--- config.mk ---
export PLATFORM = sky130hd
export DESIGN_NAME = controle_rega
export DESIGN_NICKNAME = d
export VERILOG_FILES = /design/src/rtl/controle_rega_pkg.sv /design/src/rtl/controle_rega_filtro_sensor.sv /design/src/rtl/controle_rega.sv
export SDC_FILE = /design/constraint.sdc
export NUM_CORES = 1
export LEC_CHECK = 0
export CAP_MARGIN = 20
export CORE_MARGIN = 4
export CORE_UTILIZATION = 37
export CTS_BUF_LIST = sky130_fd_sc_hd__clkbuf_8
export DETAILED_ROUTE_END_ITERATION = 10
export GPL_ROUTABILITY_DRIVEN = 0
export PLACE_DENSITY_LB_ADDON = 0.1
export SYNTH_ARGS = -nofsm -noshare
export SYNTH_HDL_FRONTEND = slang
export SYNTH_SLANG_ARGS = --single-unit
--- constraint.sdc ---
create_clock -name Clk -period 1.9 [get_ports Clk]
set_input_delay 0.19 -clock Clk [delete_from_list [all_inputs] [get_ports Clk]]
set_output_delay 0.19 -clock Clk [all_outputs]
set_load 0.01 [all_outputs]
--- src/rtl/controle_rega_pkg.sv ---
// controle_rega_pkg: irrigation FSM states, valid tank-level patterns and shared helpers
package controle_rega_pkg;
    typedef enum logic [2:0] {INICIO, OCIOSO, ENCHENDO, ASPERSAO, GOTEJAMENTO, PAUSA, ERRO} estado_t;
    localparam logic [2:0] NIVEL_VAZIO = 3'b000;
    localparam logic [2:0] NIVEL_BAIXO = 3'b001;
    localparam logic [2:0] NIVEL_MEDIO = 3'b011;
    localparam logic [2:0] NIVEL_CHEIO = 3'b111;
    function automatic logic nivel_valido(input logic [2:0] hml);
        return hml == NIVEL_VAZIO || hml == NIVEL_BAIXO || hml == NIVEL_MEDIO || hml == NIVEL_CHEIO;
    endfunction
    function automatic int maior(input int a, input int b);
        return a > b ? a : b;
    endfunction
endpackage

--- src/rtl/controle_rega_filtro_sensor.sv ---
// controle_rega_filtro_sensor: one-bit debouncer that follows raw after DEB_CYCLES consecutive differing samples
module controle_rega_filtro_sensor #(
    parameter int DEB_CYCLES = 4
) (
    input  logic Clk,
    input  logic Reset,
    input  logic raw,
    output logic q
);
    localparam int CW = $clog2(DEB_CYCLES + 1);
    logic [CW-1:0] cnt;
    always_ff @(posedge Clk) begin
        if (Reset) begin
            q   <= 1'b0;
            cnt <= '0;
        end else if (raw == q) begin
            cnt <= '0;
        end else if (cnt == CW'(DEB_CYCLES - 1)) begin
            q   <= raw;
            cnt <= '0;
        end else begin
            cnt <= cnt + 1'b1;
        end
    end
endmodule

--- src/rtl/controle_rega.sv ---
// controle_rega: debounced sensors, irrigation FSM with shared saturating timer and registered actuator outputs
module controle_rega
    import controle_rega_pkg::*;
#(
    parameter int DEB_CYCLES   = 4,
    parameter int FILL_TIMEOUT = 1000,
    parameter int IRR_MAX      = 500,
    parameter int IRR_PAUSE    = 200
) (
    input  logic Clk,
    input  logic Reset,
    input  logic H_raw,
    input  logic M_raw,
    input  logic L_raw,
    input  logic Us_raw,
    input  logic T_raw,
    input  logic Ack,
    output logic H,
    output logic M,
    output logic L,
    output logic Bs,
    output logic Vs,
    output logic Sd,
    output logic Ve,
    output logic Alarm
);
    localparam int T_MAX = maior(maior(FILL_TIMEOUT, IRR_MAX), maior(IRR_PAUSE, DEB_CYCLES + 1));
    localparam int TW = $clog2(T_MAX + 1);
    logic [4:0] bruto, limpo;
    logic us, t, nivel_ok;
    logic [TW-1:0] timer;
    estado_t estado, prox;
    assign bruto = {H_raw, M_raw, L_raw, Us_raw, T_raw};
    for (genvar i = 0; i < 5; i++) begin : g_filtro
        controle_rega_filtro_sensor #(.DEB_CYCLES(DEB_CYCLES)) u_filtro (
            .Clk  (Clk),
            .Reset(Reset),
            .raw  (bruto[i]),
            .q    (limpo[i])
        );
    end
    assign {H, M, L, us, t} = limpo;
    assign nivel_ok = nivel_valido({H, M, L});
    always_comb begin
        prox = estado;
        case (estado)
            INICIO:                prox = timer == TW'(DEB_CYCLES) ? OCIOSO : INICIO;
            OCIOSO:                prox = !nivel_ok ? ERRO : !L ? ENCHENDO : us ? OCIOSO :
                                          (!M || t) ? GOTEJAMENTO : ASPERSAO;
            ENCHENDO:              prox = !nivel_ok ? ERRO : H ? OCIOSO :
                                          timer == TW'(FILL_TIMEOUT - 1) ? ERRO : ENCHENDO;
            ASPERSAO, GOTEJAMENTO: prox = !nivel_ok ? ERRO : !L ? ENCHENDO : us ? OCIOSO :
                                          timer == TW'(IRR_MAX - 1) ? PAUSA : estado;
            PAUSA:                 prox = !nivel_ok ? ERRO : timer == TW'(IRR_PAUSE - 1) ? OCIOSO : PAUSA;
            ERRO:                  prox = (Ack && nivel_ok) ? OCIOSO : ERRO;
            default:               prox = INICIO;
        endcase
    end
    always_ff @(posedge Clk) begin
        if (Reset) begin
            estado <= INICIO;
            timer  <= '0;
            Bs     <= 1'b0;
            Vs     <= 1'b0;
            Sd     <= 1'b0;
            Ve     <= 1'b0;
            Alarm  <= 1'b0;
        end else begin
            estado <= prox;
            timer  <= prox != estado ? '0 : timer == TW'(T_MAX) ? timer : timer + 1'b1;
            Bs     <= estado == ASPERSAO;
            Vs     <= estado == GOTEJAMENTO;
            Sd     <= estado == ASPERSAO || estado == GOTEJAMENTO;
            Ve     <= estado == ENCHENDO;
            Alarm  <= estado == ERRO;
        end
    end
endmodule

After elaboration in Yosys (flattened, before gate mapping)
Index checks and enable logic that the tools add are counted.

word-level totals
  flip-flop bits (word level) = 38
  bits in writable memories = 0
  input port bits = 8
  bits in latches = 0
  memories = 0
  bits in read-only memories = 0

cells by class
  add/subtract/negate cells = 6
  reduce and logical (&&, ||, !) cells = 21
  $mul = 0
  shift operators = 0
  divide/modulo/power cells = 0
  eq/ne operators = 25
  mux-type cells = 16
  magnitude comparators = 0
  bitwise logic cells = 5

operators by type and width
  operator                 number
  $mux W3                  14
  $eq A3 B2 Y1 const B     8
  $eq A10 B10 Y1 const B   2
  $pmux W3 S6              1
  $add A3 B1 Y3 const B    5
  $reduce_or A3 Y1         5
  $eq A3 B3 Y1 const B     4
  $add A10 B1 Y10 const B  1
  $eq A10 B3 Y1 const B    1
  $eq A10 B8 Y1 const B    1
  $eq A10 B9 Y1 const B    1
  $reduce_and A2 Y1        5
  $eq A3 B1 Y1 const B     2
  $logic_not A3 Y1         2
  $eq A1 B1 Y1             5
  $logic_or A1 B1 Y1       5
  $not A1 Y1               5
  $reduce_or A2 Y1         2
  $ne A3 B3 Y1             1
  $logic_and A1 B1 Y1      1
  $logic_not A1 Y1         1
  $mux W1                  1

Depth between registers and ports, before layout
Gate-level depths: netlist (run 1).

  depth after elaboration = 9
  gate-level depth with buffers = 7
  mapped depth without buffers = 7

Modules after synthesis
A second synthesis (run 1) with hierarchy kept.

unflattened totals
  cells, all modules = 210
  area, all modules = 2024.4 um^2

modules (own cells, without submodules)
  module                       area each (um^2)  cells an instance  sequential area each (um^2)  instances
  controle_rega                1229.9            145                360.3                        1
  controle_rega_filtro_sensor  158.9             13                 80.1                         5

Worst setup path before layout (run 1)
Ideal clock, no wire load.

  path type = flip-flop to flip-flop
  start = register timer[3]
  end = register timer[2]
  data arrival time = 1.668 ns
  slack = 0.100 ns
  cell stages (with the launch flop) = 8
  buffers on the path = 1
  clock period less this slack = 1.800 ns
  cells stage by stage = dfxtp_1 > buf_6 > or4_4 > nor2_2 > a41o_2 > nor4_2 > o211ai_4 > nor3_1

on the way
  longest elaborated chain between the ends = 8
  elaborated cells on any way between the ends = 18
  those cells by class = eq/ne (6); mux (11); reduce/logical (1)

ends and longest elaborated chain
  element                            RTL line             RTL
  from (decl)                        controle_rega.sv:31  logic [TW-1:0] timer;
  from (signal assigned)             controle_rega.sv:70  timer <= prox != estado ? '0 : timer == TW'(T_MAX) ? timer : timer + 1'b1;
  $eq A10 B9 Y1                      controle_rega.sv:53  timer == TW'(IRR_MAX - 1) ? PAUSA : estado;
  $mux W3                            controle_rega.sv:53
  $mux W3 (3 in series)              controle_rega.sv:52  ASPERSAO, GOTEJAMENTO: prox = !nivel_ok ? ERRO : !L ? ENCHENDO : us ? OCIOSO :
  $pmux W3 S6                        controle_rega.sv:46  case (estado)
  $ne A3 B3 Y1                       controle_rega.sv:70
  $reduce_or A2 Y1 (no source line)  n/a

Parallel ways exist; a longest one is shown, timed or not.
A chain may end at the register's enable or synchronous reset.

Worst setup path in the final report (run 1)
  start = register timer[8]
  end = register timer[1]

The elaborated chain is that of the path after synthesis.

==> key figures, run 1 <==
Outcome
  – Status: finished, violations left
  – Failing checks: setup timing

Place
  – Placement Cell Area: 2517 um2
  – DP Cell Count: 341
  – Place WS: -0.1085 ns
  – Number of buffers added on ports: 15
  – HPWL Detailed: 3271 um

Power
  – Net switching power: 0.4875 mW
  – Clock power share: 29.3%
  – Internal power: 1.290 mW
  – Comb pwr share: 22.2%
  – Leak pwr: 1.044 nW
  – Sw Ratio: 27.42%
  – Pwr dens: 630.0 nW/um2
  – Reg power frac: 48.6%
  – Worst VDD drop: 0.0003106 V

Cells and area
  – Synth-to-Final Area Change: 40.85%
  – Fin util: 54.55%
  – Share of cells above drive strength 1: 34.16%
  – # diodes: 0
  – Layout Cells excl Fill: 351
  – Layout Nets: 301
  – Post-route cell area: 2821 um2

Route
  – Iteration-0 DRC Markers: 70
  – # DRC: 0
  – Avg Vias per Cell: 5.003
  – Vias post-DR: 1756
  – DR pass1 iterations: 4
  – Final WL: 4546 um
  – Routed wire per std cell: 12.95 um
  – Final ANT Viol Nets: 0

Setup path
  – Worst setup SP type: flop
  – WP buf/inv: 2
  – Critical path cell sequence: buf_6 -> or4_4 -> nor2_4 -> a41o_4 -> nor4_4 -> o211ai_4 -> clkbuf_16 -> nor3_2
  – Delay-heaviest family, CP: simple AND/OR/NAND/NOR gates
  – WS Path Type: flop to flop
  – Crit path capture type: flop
  – Crit path DAT: 2.10 ns
  – Slowest-stage cell, CP: or4_4
  – Crit Path Max Fanout: 5
  – Worst path required time: 2.08 ns
  – CP peak stage delay: 0.52 ns

Timing
  – RSZ-0062 raised after global routing: yes
  – F_max: 0.5195 GHz
  – Worst-margin pin slew: 0.4493 ns
  – Final setup vio count: 9
  – Period utilization: 101.3%
  – Final hold vios: 0
  – Slew Limit Fails: 0
  – Post-route worst setup slack: -0.02475 ns
  – Worst Skew: 0.002334 ns
  – Relative slew slack: 69.62%
  – Tmin final: 1.925 ns

Clocking
  – CTS tree: built
  – Num CTS Buffers: 5
  – Clock Tree Root: clkbuf_8
  – H-tree level count: 2
  – Worst-skew pair later-pin latency: 0.29 ns
  – Post-cts hold buffer count: 0
  – Clk buf depth: 2
  – Clock Sinks: 38
  – Worst-path clk slew: 0.07 ns

Synthesis
  – Syn Area/Cell: 9.023 um2
  – Post-Synthesis Cells: 222
  – Number of distinct library cells after synthesis: 55
  – Yosys reg bits: 38
  – Post-synthesis async set-or-reset flop share: 0%
  – Top FF cell, synth: dfxtp_1
  – Ys Warns: 0
  – Synthesized area: 2003 um2
  – Seq/Total Area, Yosys: 37.98%
  – Mapped Nets: 242
  – Post-synth EDFFs: 0

Floorplan
  – I/O pin total: 16
  – Area of the die: 6655 um2
  – Die X: 81.58 um
  – Site Rows: 26
  – CORE AREA: 5172 um2
  – Initial Util: 38.73%
  – Die Ht: 81.58 um

Global routing
  – First-pass GRT wire length: 7838 um
  – Grt ovf: 0
  – Largest net degree at the start of global routing: 19
  – Total global-route track usage: 15.10%
  – Initial antenna violation count: 0
  – Vias in the first global route: 1739

Hold path
  – Hold WC Path Type: flop to flop

Flow run
  – Maxcap violations: 0
==> worst reg2reg max path, stage by stage (launching register included) <==
cell and delay (ns):
dfxtp_2 0.33, buf_6 0.11, or4_4 0.52, nor2_4 0.13, a41o_4 0.22, nor4_4 0.05, o211ai_4 0.23, clkbuf_16 0.20
nor3_2 0.04
==> timing repair <==
item / in CTS / in global routing
gates cloned: 0 / 2
pin swaps: 5 / 22
setup endpoints to repair: 10 / 10
setup buffers: 2 / 0
hold endpoints to repair: 0 / 0
gates resized for setup: 18 / 26
==> path summary, 6_finish.rpt <==
kind                                             startpoint                          end  slack [ns]  depth (start not counted)
worst max-delay path                               timer[8]                     timer[1]       -0.02                          8
worst min-delay path            g_filtro[2].u_filtro.cnt[0]  g_filtro[2].u_filtro.cnt[0]        0.42                          1
worst max register to register                     timer[8]                     timer[1]       -0.02                          8
worst min register to register  g_filtro[2].u_filtro.cnt[0]  g_filtro[2].u_filtro.cnt[0]        0.42                          1
==> flip-flops by register name (all words and copies together), names as in the netlist <==
name and flops:
g_filtro.u_filtro.cnt 15, timer 10, g_filtro.u_filtro.q 5, estado 3
Alarm 1, Bs 1, Sd 1, Ve 1
Vs 1
==> synth_stat cells (all sizes together), types with 2 or more instances <==
library cell  instances  share of area (%)
clkbuf                3               0.56
nand3                 7                1.7
or3                   6                1.9
ha                   12                7.5
nand2                 9                1.8
nor3b                 2               0.75
a21o                  3                1.1
nor3                 19                5.5
nand2b                3               0.94
nor2                 27                5.2
buf                   6                2.4
a21oi                 9                2.2
xnor2                10                4.4
o21ai                 3               0.75
nand3b                2               0.75
inv                  18                3.4
dfxtp                38                 38
xor2                  3                1.3
nor4                  2               0.94
mux2i                 6                3.0
nand4                 4                1.2
or4                   2               0.94
nor2b                 5                1.6
==> area by class of cell <==
| class | count | area, um2 |
|---|---|---|
| fill | 468 | 2351 |
| multi-input combinational | 158 | 1289 |
| sequential | 38 | 777.0 |
| timing repair buffer | 60 | 521.8 |
| tap | 70 | 87.58 |
| clock buffer | 5 | 68.82 |
| inverter | 18 | 67.56 |
| clock inverter | 2 | 10.01 |
==> cells in the final DEF (no fill, tap or decap), types with 8 or more instances in the layout <==
| master | synthesis | final |
|---|---|---|
| nor2_1 | 26 | 26 |
| clkdlybuf4s50_1 | 0 | 15 |
| nand2_1 | 8 | 8 |
| dfxtp_1 | 38 | 29 |
| nor3_2 | 3 | 9 |
| xnor2_1 | 10 | 10 |
| ha_1 | 12 | 10 |
| buf_4 | 2 | 42 |
| inv_1 | 17 | 17 |
==> layer usage <==
metal	vias up	routed length, um	global-route usage [%]
met1	819	2206	18.77
met2	33	2071	25.41
met5	-	0	0
met3	11	169	3.618
met4	0	98	5.316
li1	893	-	-
==> through the flow <==
step / hold WS (ns) / total power [mW] / TNS, ns
2_1_floorplan: 0.3372 / 1.046 / 0
3_3_place_gp: 0.4095 / 1.181 / -0.8901
3_5_place_dp: 0.4102 / 1.182 / -0.9858
4_1_cts: 0.4226 / 1.740 / -0.03166
5_1_grt: 0.4395 / 1.887 / -0.8975
6_report: 0.4195 / 1.778 / -0.1451
==> cell families after synthesis <==
logic type,count (synthesis),share of synthesized area (%)
simple gates,98,27.73
mux,6,2.998
xor+xnor,13,5.684
buf+inv,27,6.308
compound gates,28,11.80
flops,38,37.98
fa+ha+maj,12,7.495
==> power by group through the flow <==
stage	registers [mW]	clock network, mW	logic (mW)
2_1_floorplan	0.871	0	0.175
3_3_place_gp	0.872	0	0.310
3_5_place_dp	0.871	0	0.311
4_1_cts	0.863	0.550	0.327
5_1_grt	0.868	0.584	0.436
6_report	0.863	0.520	0.394
Note: power is estimated with default switching activity, not from simulation.
==> inputs of run 2 (changes only) <==
--- a/config.mk
+++ b/config.mk
@@ -12,6 +12,7 @@
 export DETAILED_ROUTE_END_ITERATION = 10
 export GPL_ROUTABILITY_DRIVEN = 0
 export PLACE_DENSITY_LB_ADDON = 0.1
+export SLEW_MARGIN = 15
 export SYNTH_ARGS = -nofsm -noshare
 export SYNTH_HDL_FRONTEND = slang
 export SYNTH_SLANG_ARGS = --single-unit
==> results of run 2 <==
Same layout as run 1: the final DEF is identical, and so are final timing and power.
